### src/rtl/ffo_req_scheduler_pkg.sv
// ----------------------------------------------------------------------------
// ffo_sched_pkg
//   Shared types and defaults for the ffo_req_scheduler block.
//   - sched_state_t : scheduler FSM state encoding
//   - N_DEF / CW_DEF: default request-line count and grant-counter width
// ----------------------------------------------------------------------------
package ffo_sched_pkg;

  localparam int N_DEF  = 8;
  localparam int CW_DEF = 16;

  typedef enum logic [1:0] {
    IDLE  = 2'd0,
    ISSUE = 2'd1,
    STALL = 2'd2
  } sched_state_t;

endpackage

### src/rtl/ffo_req_scheduler_if.sv
// ----------------------------------------------------------------------------
// ffo_req_scheduler_if
//   Request and grant handshakes of the scheduler.
//   master : request source / grant consumer side
//   slave  : scheduler side
//   Signals: req_valid, req_bits[N], req_ready, grant_valid,
//            grant_idx[$clog2(N)], grant_ready
// ----------------------------------------------------------------------------
interface ffo_req_scheduler_if #(
  parameter int N = ffo_sched_pkg::N_DEF
);
  localparam int IW = $clog2(N);

  logic          req_valid;
  logic [N-1:0]  req_bits;
  logic          req_ready;
  logic          grant_valid;
  logic [IW-1:0] grant_idx;
  logic          grant_ready;

  modport master (
    output req_valid, req_bits, grant_ready,
    input  req_ready, grant_valid, grant_idx
  );

  modport slave (
    input  req_valid, req_bits, grant_ready,
    output req_ready, grant_valid, grant_idx
  );

endinterface

### src/rtl/ffo_req_scheduler_nbitffo.sv
// ----------------------------------------------------------------------------
// nBitFFO
//   Combinational priority encoder: finds the highest set bit of d_i.
//   d_i [N]  : input vector
//   v_o      : any bit of d_i set
//   i_o [IW] : index of the highest set bit (0 when v_o is low)
// ----------------------------------------------------------------------------
module nBitFFO #(
  parameter int N = 8
) (
  input  logic [N-1:0]         d_i,
  output logic                 v_o,
  output logic [$clog2(N)-1:0] i_o
);
  localparam int IW = $clog2(N);

  // Ascending scan: the last match, i.e. the highest set bit, wins.
  always_comb begin
    i_o = '0;
    for (int i = 0; i < N; i++) begin
      if (d_i[i]) i_o = IW'(i);
    end
  end

  assign v_o = |d_i;

endmodule

### src/rtl/ffo_req_scheduler.sv
// ----------------------------------------------------------------------------
// ffo_req_scheduler
//   Merges incoming request bits into a pending vector and issues one
//   registered grant per cycle for the highest pending bit, clearing that
//   bit as the grant is loaded.
//
//   clk, rst_n   : clock, asynchronous active-low reset
//   bus (slave)  : request handshake in, grant handshake out
//   flush        : synchronous clear of pending vector and grant slot
//   pending [N]  : current pending register
//   busy         : FSM is not IDLE
//   grant_count  : saturating count of completed grant handshakes
//
//   state | meaning
//   IDLE  | nothing pending, no grant held
//   ISSUE | grant being loaded or handed off each cycle
//   STALL | grant held by consumer backpressure
// ----------------------------------------------------------------------------
module ffo_req_scheduler
  import ffo_sched_pkg::*;
#(
  parameter int N  = N_DEF,
  parameter int CW = CW_DEF
) (
  input  logic                clk,
  input  logic                rst_n,
  ffo_req_scheduler_if.slave  bus,
  input  logic                flush,
  output logic [N-1:0]        pending,
  output logic                busy,
  output logic [CW-1:0]       grant_count
);
  localparam int IW = $clog2(N);

  if ((N < 4) || ((N & (N - 1)) != 0)) begin : g_bad_n
    $fatal(1, "ffo_req_scheduler: N must be a power of 2 and >= 4");
  end

  sched_state_t  state_q, state_d;
  logic [N-1:0]  pending_q, pending_d;
  logic          grant_valid_q, grant_valid_d;
  logic [IW-1:0] grant_idx_q, grant_idx_d;
  logic [CW-1:0] grant_count_q, grant_count_d;

  logic          ffo_v;
  logic [IW-1:0] ffo_i;
  logic          accept, slot_free, load, handshake;

  nBitFFO #(.N(N)) u_ffo (
    .d_i (pending_q),
    .v_o (ffo_v),
    .i_o (ffo_i)
  );

  assign accept    = bus.req_valid && !flush;
  assign slot_free = !grant_valid_q || bus.grant_ready;
  assign load      = slot_free && ffo_v && !flush;
  assign handshake = grant_valid_q && bus.grant_ready;

  // Clear of the granted bit is applied before the merge, so a request for
  // the same bit arriving in the load cycle keeps it pending.
  always_comb begin
    pending_d = pending_q;
    if (load) pending_d[ffo_i] = 1'b0;
    if (accept) pending_d = pending_d | bus.req_bits;
    if (flush) pending_d = '0;
  end

  always_comb begin
    grant_valid_d = grant_valid_q;
    grant_idx_d   = grant_idx_q;
    if (flush) begin
      grant_valid_d = 1'b0;
    end else if (load) begin
      grant_valid_d = 1'b1;
      grant_idx_d   = ffo_i;
    end else if (slot_free) begin
      grant_valid_d = 1'b0;
    end
  end

  // A handshake completing in a flush cycle still counts.
  always_comb begin
    grant_count_d = grant_count_q;
    if (handshake && (grant_count_q != {CW{1'b1}})) begin
      grant_count_d = grant_count_q + 1'b1;
    end
  end

  always_comb begin
    state_d = state_q;
    if (flush) begin
      state_d = IDLE;
    end else begin
      case (state_q)
        IDLE:    if (ffo_v) state_d = ISSUE;
        ISSUE: begin
          if (grant_valid_q && !bus.grant_ready) state_d = STALL;
          else if (!ffo_v)                       state_d = IDLE;
        end
        STALL:   if (bus.grant_ready) state_d = ISSUE;
        default: state_d = IDLE;
      endcase
    end
  end

  always_ff @(posedge clk or negedge rst_n) begin
    if (!rst_n) begin
      state_q       <= IDLE;
      pending_q     <= '0;
      grant_valid_q <= 1'b0;
      grant_idx_q   <= '0;
      grant_count_q <= '0;
    end else begin
      state_q       <= state_d;
      pending_q     <= pending_d;
      grant_valid_q <= grant_valid_d;
      grant_idx_q   <= grant_idx_d;
      grant_count_q <= grant_count_d;
    end
  end

  assign bus.req_ready   = !flush;
  assign bus.grant_valid = grant_valid_q;
  assign bus.grant_idx   = grant_idx_q;
  assign pending         = pending_q;
  assign busy            = (state_q != IDLE);
  assign grant_count     = grant_count_q;

endmodule

### src/flat_wrapper.sv
// flat-port wrapper written by rule: the top's interface ports become plain ports
module ffo_req_scheduler_flat import ffo_sched_pkg::*;
#(
  parameter int N  = N_DEF,
  parameter int CW = CW_DEF
)
  (clk, rst_n, flush, pending, busy, grant_count, bus_req_valid, bus_req_bits, bus_grant_ready, bus_req_ready, bus_grant_valid, bus_grant_idx);
  ffo_req_scheduler_if #(.N(N)) bus_i ();
  input  logic clk;
  input  logic rst_n;
  input  logic flush;
  output logic [N-1:0] pending;
  output logic busy;
  output logic [CW-1:0] grant_count;
  input wire logic [$bits(bus_i.req_valid)-1:0] bus_req_valid;
  input wire logic [$bits(bus_i.req_bits)-1:0] bus_req_bits;
  input wire logic [$bits(bus_i.grant_ready)-1:0] bus_grant_ready;
  output wire logic [$bits(bus_i.req_ready)-1:0] bus_req_ready;
  output wire logic [$bits(bus_i.grant_valid)-1:0] bus_grant_valid;
  output wire logic [$bits(bus_i.grant_idx)-1:0] bus_grant_idx;
  assign bus_i.req_valid = bus_req_valid;
  assign bus_i.req_bits = bus_req_bits;
  assign bus_i.grant_ready = bus_grant_ready;
  assign bus_req_ready = bus_i.req_ready;
  assign bus_grant_valid = bus_i.grant_valid;
  assign bus_grant_idx = bus_i.grant_idx;
  ffo_req_scheduler #(.N(N), .CW(CW)) u_core (.clk(clk), .rst_n(rst_n), .bus(bus_i), .flush(flush), .pending(pending), .busy(busy), .grant_count(grant_count));
endmodule
### config.mk
export PLATFORM = sky130hd
export DESIGN_NAME = ffo_req_scheduler_flat
export DESIGN_NICKNAME = d
export VERILOG_FILES = /design/src/rtl/ffo_req_scheduler_pkg.sv /design/src/rtl/ffo_req_scheduler_if.sv /design/src/rtl/ffo_req_scheduler_nbitffo.sv /design/src/rtl/ffo_req_scheduler.sv /design/src/flat_wrapper.sv
export SDC_FILE = /design/constraint.sdc
export NUM_CORES = 1
export LEC_CHECK = 0
export ABC_AREA = 1
export CORE_AREA = 2 2 79 81
export DETAILED_ROUTE_END_ITERATION = 10
export DIE_AREA = 0 0 81 83
export PLACE_DENSITY_LB_ADDON = 0.15
export SYNTH_ARGS = -nofsm -noshare
export SYNTH_HDL_FRONTEND = slang
export SYNTH_SLANG_ARGS = --single-unit
### constraint.sdc
create_clock -name clk -period 2.05 [get_ports clk]
set_input_delay 0.615 -clock clk [delete_from_list [all_inputs] [get_ports clk]]
set_output_delay 0.615 -clock clk [all_outputs]
set_load 0.05 [all_outputs]
# Word level (Yosys, flattened, before mapping)

Index checks and enable logic that the tools add are counted.

Flip-flop bits (word level): 30
Input port bits: 13
Output and inout bits: 30
Word-level logic and storage cells: 56

Add/sub/neg operators: 1
Order comparisons: 2
Equality and inequality tests: 6
Muxes and demuxes: 21
Bitwise operators: 4
Reduce and logical (&&, ||, !) cells: 17

Operators with widths:

| cell                    | number |
|---|---|
| $mux W8                 | 3 |
| $mux W3                 | 6 |
| $add A16 B1 Y16 const B | 1 |
| $ne A16 B16 Y1 const B  | 1 |
| $mux W2                 | 5 |
| $and A8 B8 Y8           | 1 |
| $not A8 Y8              | 1 |
| $or A8 B8 Y8            | 1 |
| $reduce_or A8 Y1        | 1 |
| $logic_and A1 B1 Y1     | 7 |
| $pmux W2 S3             | 1 |
| $mux W1                 | 5 |
| $lt A3 B4 Y1 const B    | 1 |
| $ne A4 B4 Y1 const B    | 1 |
| $demux W1 S3            | 1 |
| $ge A3 B1 Y1 const B    | 1 |
| $logic_not A1 Y1        | 3 |
| $ne A3 B2 Y1 const B    | 1 |
| $ne A3 B3 Y1 const B    | 1 |
| $reduce_and A3 Y1       | 1 |
| $reduce_bool A3 Y1      | 1 |
| $eq A2 B1 Y1 const B    | 1 |
| $eq A2 B2 Y1 const B    | 1 |
| $logic_not A2 Y1        | 1 |
| other kinds (4)         | 4 |

# Longest topological paths before layout

Depth after elaboration: 17
Depth in mapped cells: 10
Mapped depth without buffers: 10

# Modules after synthesis

From an unflattened synthesis, not the netlist that was laid out.

Cells, all modules: 244
Area, all modules: 1,756.7 um2

By module, submodules not included:

| module            | instances | cells an instance | area each (um2) | sequential area each (um2) |
|---|---|---|---|---|
| ffo_req_scheduler | 1         | 224               | 1,679.1         | 750.7 |
| nBitFFO           | 1         | 20                | 77.6            | 0.0 |

# Least setup slack after synthesis

No wires, ideal clock.

Path kind: register -> register
Start point: register u_core.grant_count_q[3], in the netlist u_core.grant_count[3]
End point: register u_core.grant_count_q[13], in the netlist u_core.grant_count[13]
Library setup time: 118 ps
Arrival time: 1,794 ps
Data required time: 1,932 ps
Path slack: 138 ps
Stages on the path, launching flop included: 11
Buffers on the path: 1
Clock period less this slack: 1,912 ps
Cells stage by stage: dfrtp_1 > inv_1 > nor3_4 > nand2_2 > nor3_4 > nand2_4 > nand2_8 > inv_4 > buf_6 > nand2_1 > nand2_1

Longest elaborated chain between the ends: 2
Elaborated cells on any way between the ends: 3
Those cells by class: 1 x add/sub; 1 x eq/ne; 1 x reduce/logical

Ends and longest elaborated chain:

| item                                                                    | RTL line                 | text |
|---|---|---|
| start, declared                                                         | ffo_req_scheduler.sv:43  | `logic [CW-1:0] grant_count_q, grant_count_d;` |
| start signal, assigned                                                  | ffo_req_scheduler.sv:119 | `grant_count_q <= grant_count_d;` |
| parallel branches: the longest is 2 deep, another holds $add A16 B1 Y16 | --                       |  |

Several ways; the timed one is not identified.
A chain may end at the register's enable or synchronous reset.

# Worst setup path in the final report

Start point: input flush
End point: output bus_req_ready

Longest elaborated chain between the ends: 1

Ends and longest elaborated chain:

| item             | RTL line                 | text |
|---|---|---|
| start, declared  | flat_wrapper.sv:11       | `input logic flush;` |
| $logic_not A1 Y1 | ffo_req_scheduler.sv:123 | `assign bus.req_ready = !flush;` |
| end, declared    | flat_wrapper.sv:18       | `output wire logic [$bits(bus_i.req_ready)-1:0] bus_req_ready;` |

Every way passes these cells.

==> run summary <==
IO Port Bufs: 42
GRT Residual Overflow: 0
CP Data Required Time: 1.43 ns
overall power: 2.100 mW
status: complete, no violations
Seq cells post-synth: 30
Synth top area share: 43.80%
commonest non-fill, non-tap cells in the layout: nand2_1 (77), buf_4 (31), dfrtp_1 (30)
critical path type: primary input to primary output
TritonCTS buffer count: 5
post-CTS sizing: 0
first-pass GRT wire length: 6672 um
clk_skew: 0.006326 ns
Post-Synthesis Cells: 222
Final Core Density: 39.11%
Final ANT Viol Nets: 0
routability cong.: 0.8375
Worst R2R Setup Slack: 0.37 ns
Reg clk slew, reported paths: 0.06 ns
Post-Synthesis Net Count: 236
cell type with the largest total area after synthesis: dfrtp_1
Iteration-0 DRC Markers: 16
Nets: 284
initial cell density of the core: 29.48%
CTS H-tree depth: 2
CTS Sinks: 30
crit path from: flush
CP bufs+invs: 3
Post-CTS Setup Repair Bufs: 0
CTS tree: built
post-detail-place hpwl: 3028 um
routed len/inst: 11.88 um
Filler cells: 653
count of final setup violators: 0
via count: 1540
multi-input logic area: 820.8 um^2
Final Max Tran Viols: 0
Lkg Pwr: 1.118 nW
Tcrit/Tclk final: 96.28%
Vias/cell: 4.464
Die ar.: 6723 um^2
antenna violations before repair: 0
Max Clock Freq: 506.7 MHz
Cell Area, Synth: 1714 um^2
final hold viol count: 0
reg2reg start: u_core.grant_count[2]
end of the critical path: bus_req_ready
crit-path cells: clkdlybuf4s50_1 -> inv_1 -> buf_12
Synth Warn #: 0
asr flop ratio synth: 100.0%
die width: 81 um
total routed wirelength: 4098 um
critical path peak fanout: 4
Die H: 83 um
synth top area cells: dfrtp_1 (44%), nand2_1 (17%), inv_1 (5.5%), nand3_1 (5.3%), xor2_1 (4.1%)
Max rail drop VDD: 0.4219 mV
Least-Margin Pin Slew: 0.3987 ns
Seq/Total Area, Yosys: 43.80%
type of the worst min-delay path: flop to flop
min Tclk post-route: 1.974 ns
commonest non-fill, non-tap cell in the layout: nand2_1
final worst setup slack: 0.07632 ns
maximum root-to-sink buffer count: 2
vias in the first global route: 1472
drt drc: 0
reg2reg path depth: 9
Core ar.: 5816 um^2
CP max-delay cell: clkdlybuf4s50_1
Fin Hold WS: 0.5049 ns
max_cap viols: 0
layout cells sized above 1: 18.52%
clock latency on the worst-skew pair: 0.29 ns
Distinct cells, synth: 26
max_slew headroom: 73.42%
drt pass-1 iters: 4
setup_tns: 0 ns
kind of cell adding the most delay to the critical path: buffers and inverters
worst slack, placed: 0.08378 ns
CP Launch Type: primary input
Avg Synthesized Cell Area: 7.721 um^2
slowest cell delay on critical path: 0.47 ns
ant diodes: 0
FF/Latch Area: 750.7 um^2
worst hold start: u_core.bus.grant_idx[2]
worst flop-to-flop path endpoint: u_core.grant_count[11]
IO Pins: 43
EDFF count, synth: 0
CTS Hold Bufs: 0
Total GRT Usage: 12.84%
Worst path depth: 3
main flop type after synthesis: dfrtp_1
clk root buf: clkbuf_8
P per Cell Area: 923.4 nW/um^2
FP Rows: 28
Crit path arrival time: 1.36 ns
crit path capture type: primary output
area delta synth->final: 32.70%
largest net degree at the start of global routing: 31
RSZ-0062 raised after global routing: false
[layout make-up]
cell class / count / area share, %
sequential: 30 / 33.00
inverter: 27 / 4.565
timing repair buffer: 45 / 17.27
tap: 75 / 4.125
clock inverter: 1 / 1.320
multi-input combinational: 161 / 36.08
clock buffer: 6 / 3.630
[metrics by stage]
step | cell area (um^2) | cells
finish | 2275 | 345
global route | 2275 | 345
CTS | 2275 | 345
detailed placement | 2162 | 338
global placement | 2162 | 338
floorplan | 1714 | 222
[cells by family after synthesis]
logic type	count (synthesis)	synth area share, %
flops	30	43.80
buf+inv	31	8.321
simple gates	128	34.09
fa+ha+maj	1	0.7298
compound gates	19	6.423
xor+xnor	13	6.642
[worst min-delay path by stage]
stage	to	slack, ns	cells past startpoint
floorplan	u_core.bus.grant_idx[0]	0.32	0
global placement	u_core.bus.grant_idx[0]	0.49	2
detailed placement	u_core.bus.grant_idx[0]	0.49	2
CTS	u_core.bus.grant_idx[0]	0.51	2
global route	u_core.bus.grant_idx[0]	0.52	2
finish	u_core.bus.grant_idx[2]	0.50	2
[synth_stat cells (3+ instances only)]
cell type / count
nor2_1: 15
nand2_2: 3
dfrtp_1: 30
nand4_1: 3
xor2_1: 8
nand3_1: 18
o21ai_0: 7
xnor2_1: 5
inv_1: 25
nand2_1: 77
nor3_1: 7
a21oi_1: 7
[where the power goes]
| group | total (mW) | switching, mW | internal (mW) |
|---|---|---|---|
| clock | 0.623 | 0.235 | 0.389 |
| combinational | 0.718 | 0.475 | 0.242 |
| sequential | 0.759 | 0.0931 | 0.666 |
[sequential cells by signal, indices dropped and copies added, names as in the netlist]
name                    flops
u_core.bus.grant_idx        3
u_core.pending              8
u_core.grant_count         16
u_core.bus.grant_valid      1
u_core.state_q              2
[layer usage]
metal / wire length [um] / GRT usage, %
met2: 2042 / 21.71
met5: 0 / 0
met4: 76 / 5.547
met3: 221 / 3.587
met1: 1758 / 14.87
[worst min-delay path, cell delays in order (launching register included)]
cell and delay (ns):
dfrtp_1 0.35, nand2_1 0.05, o21ai_0 0.07
(Power assumes the default switching activity.)
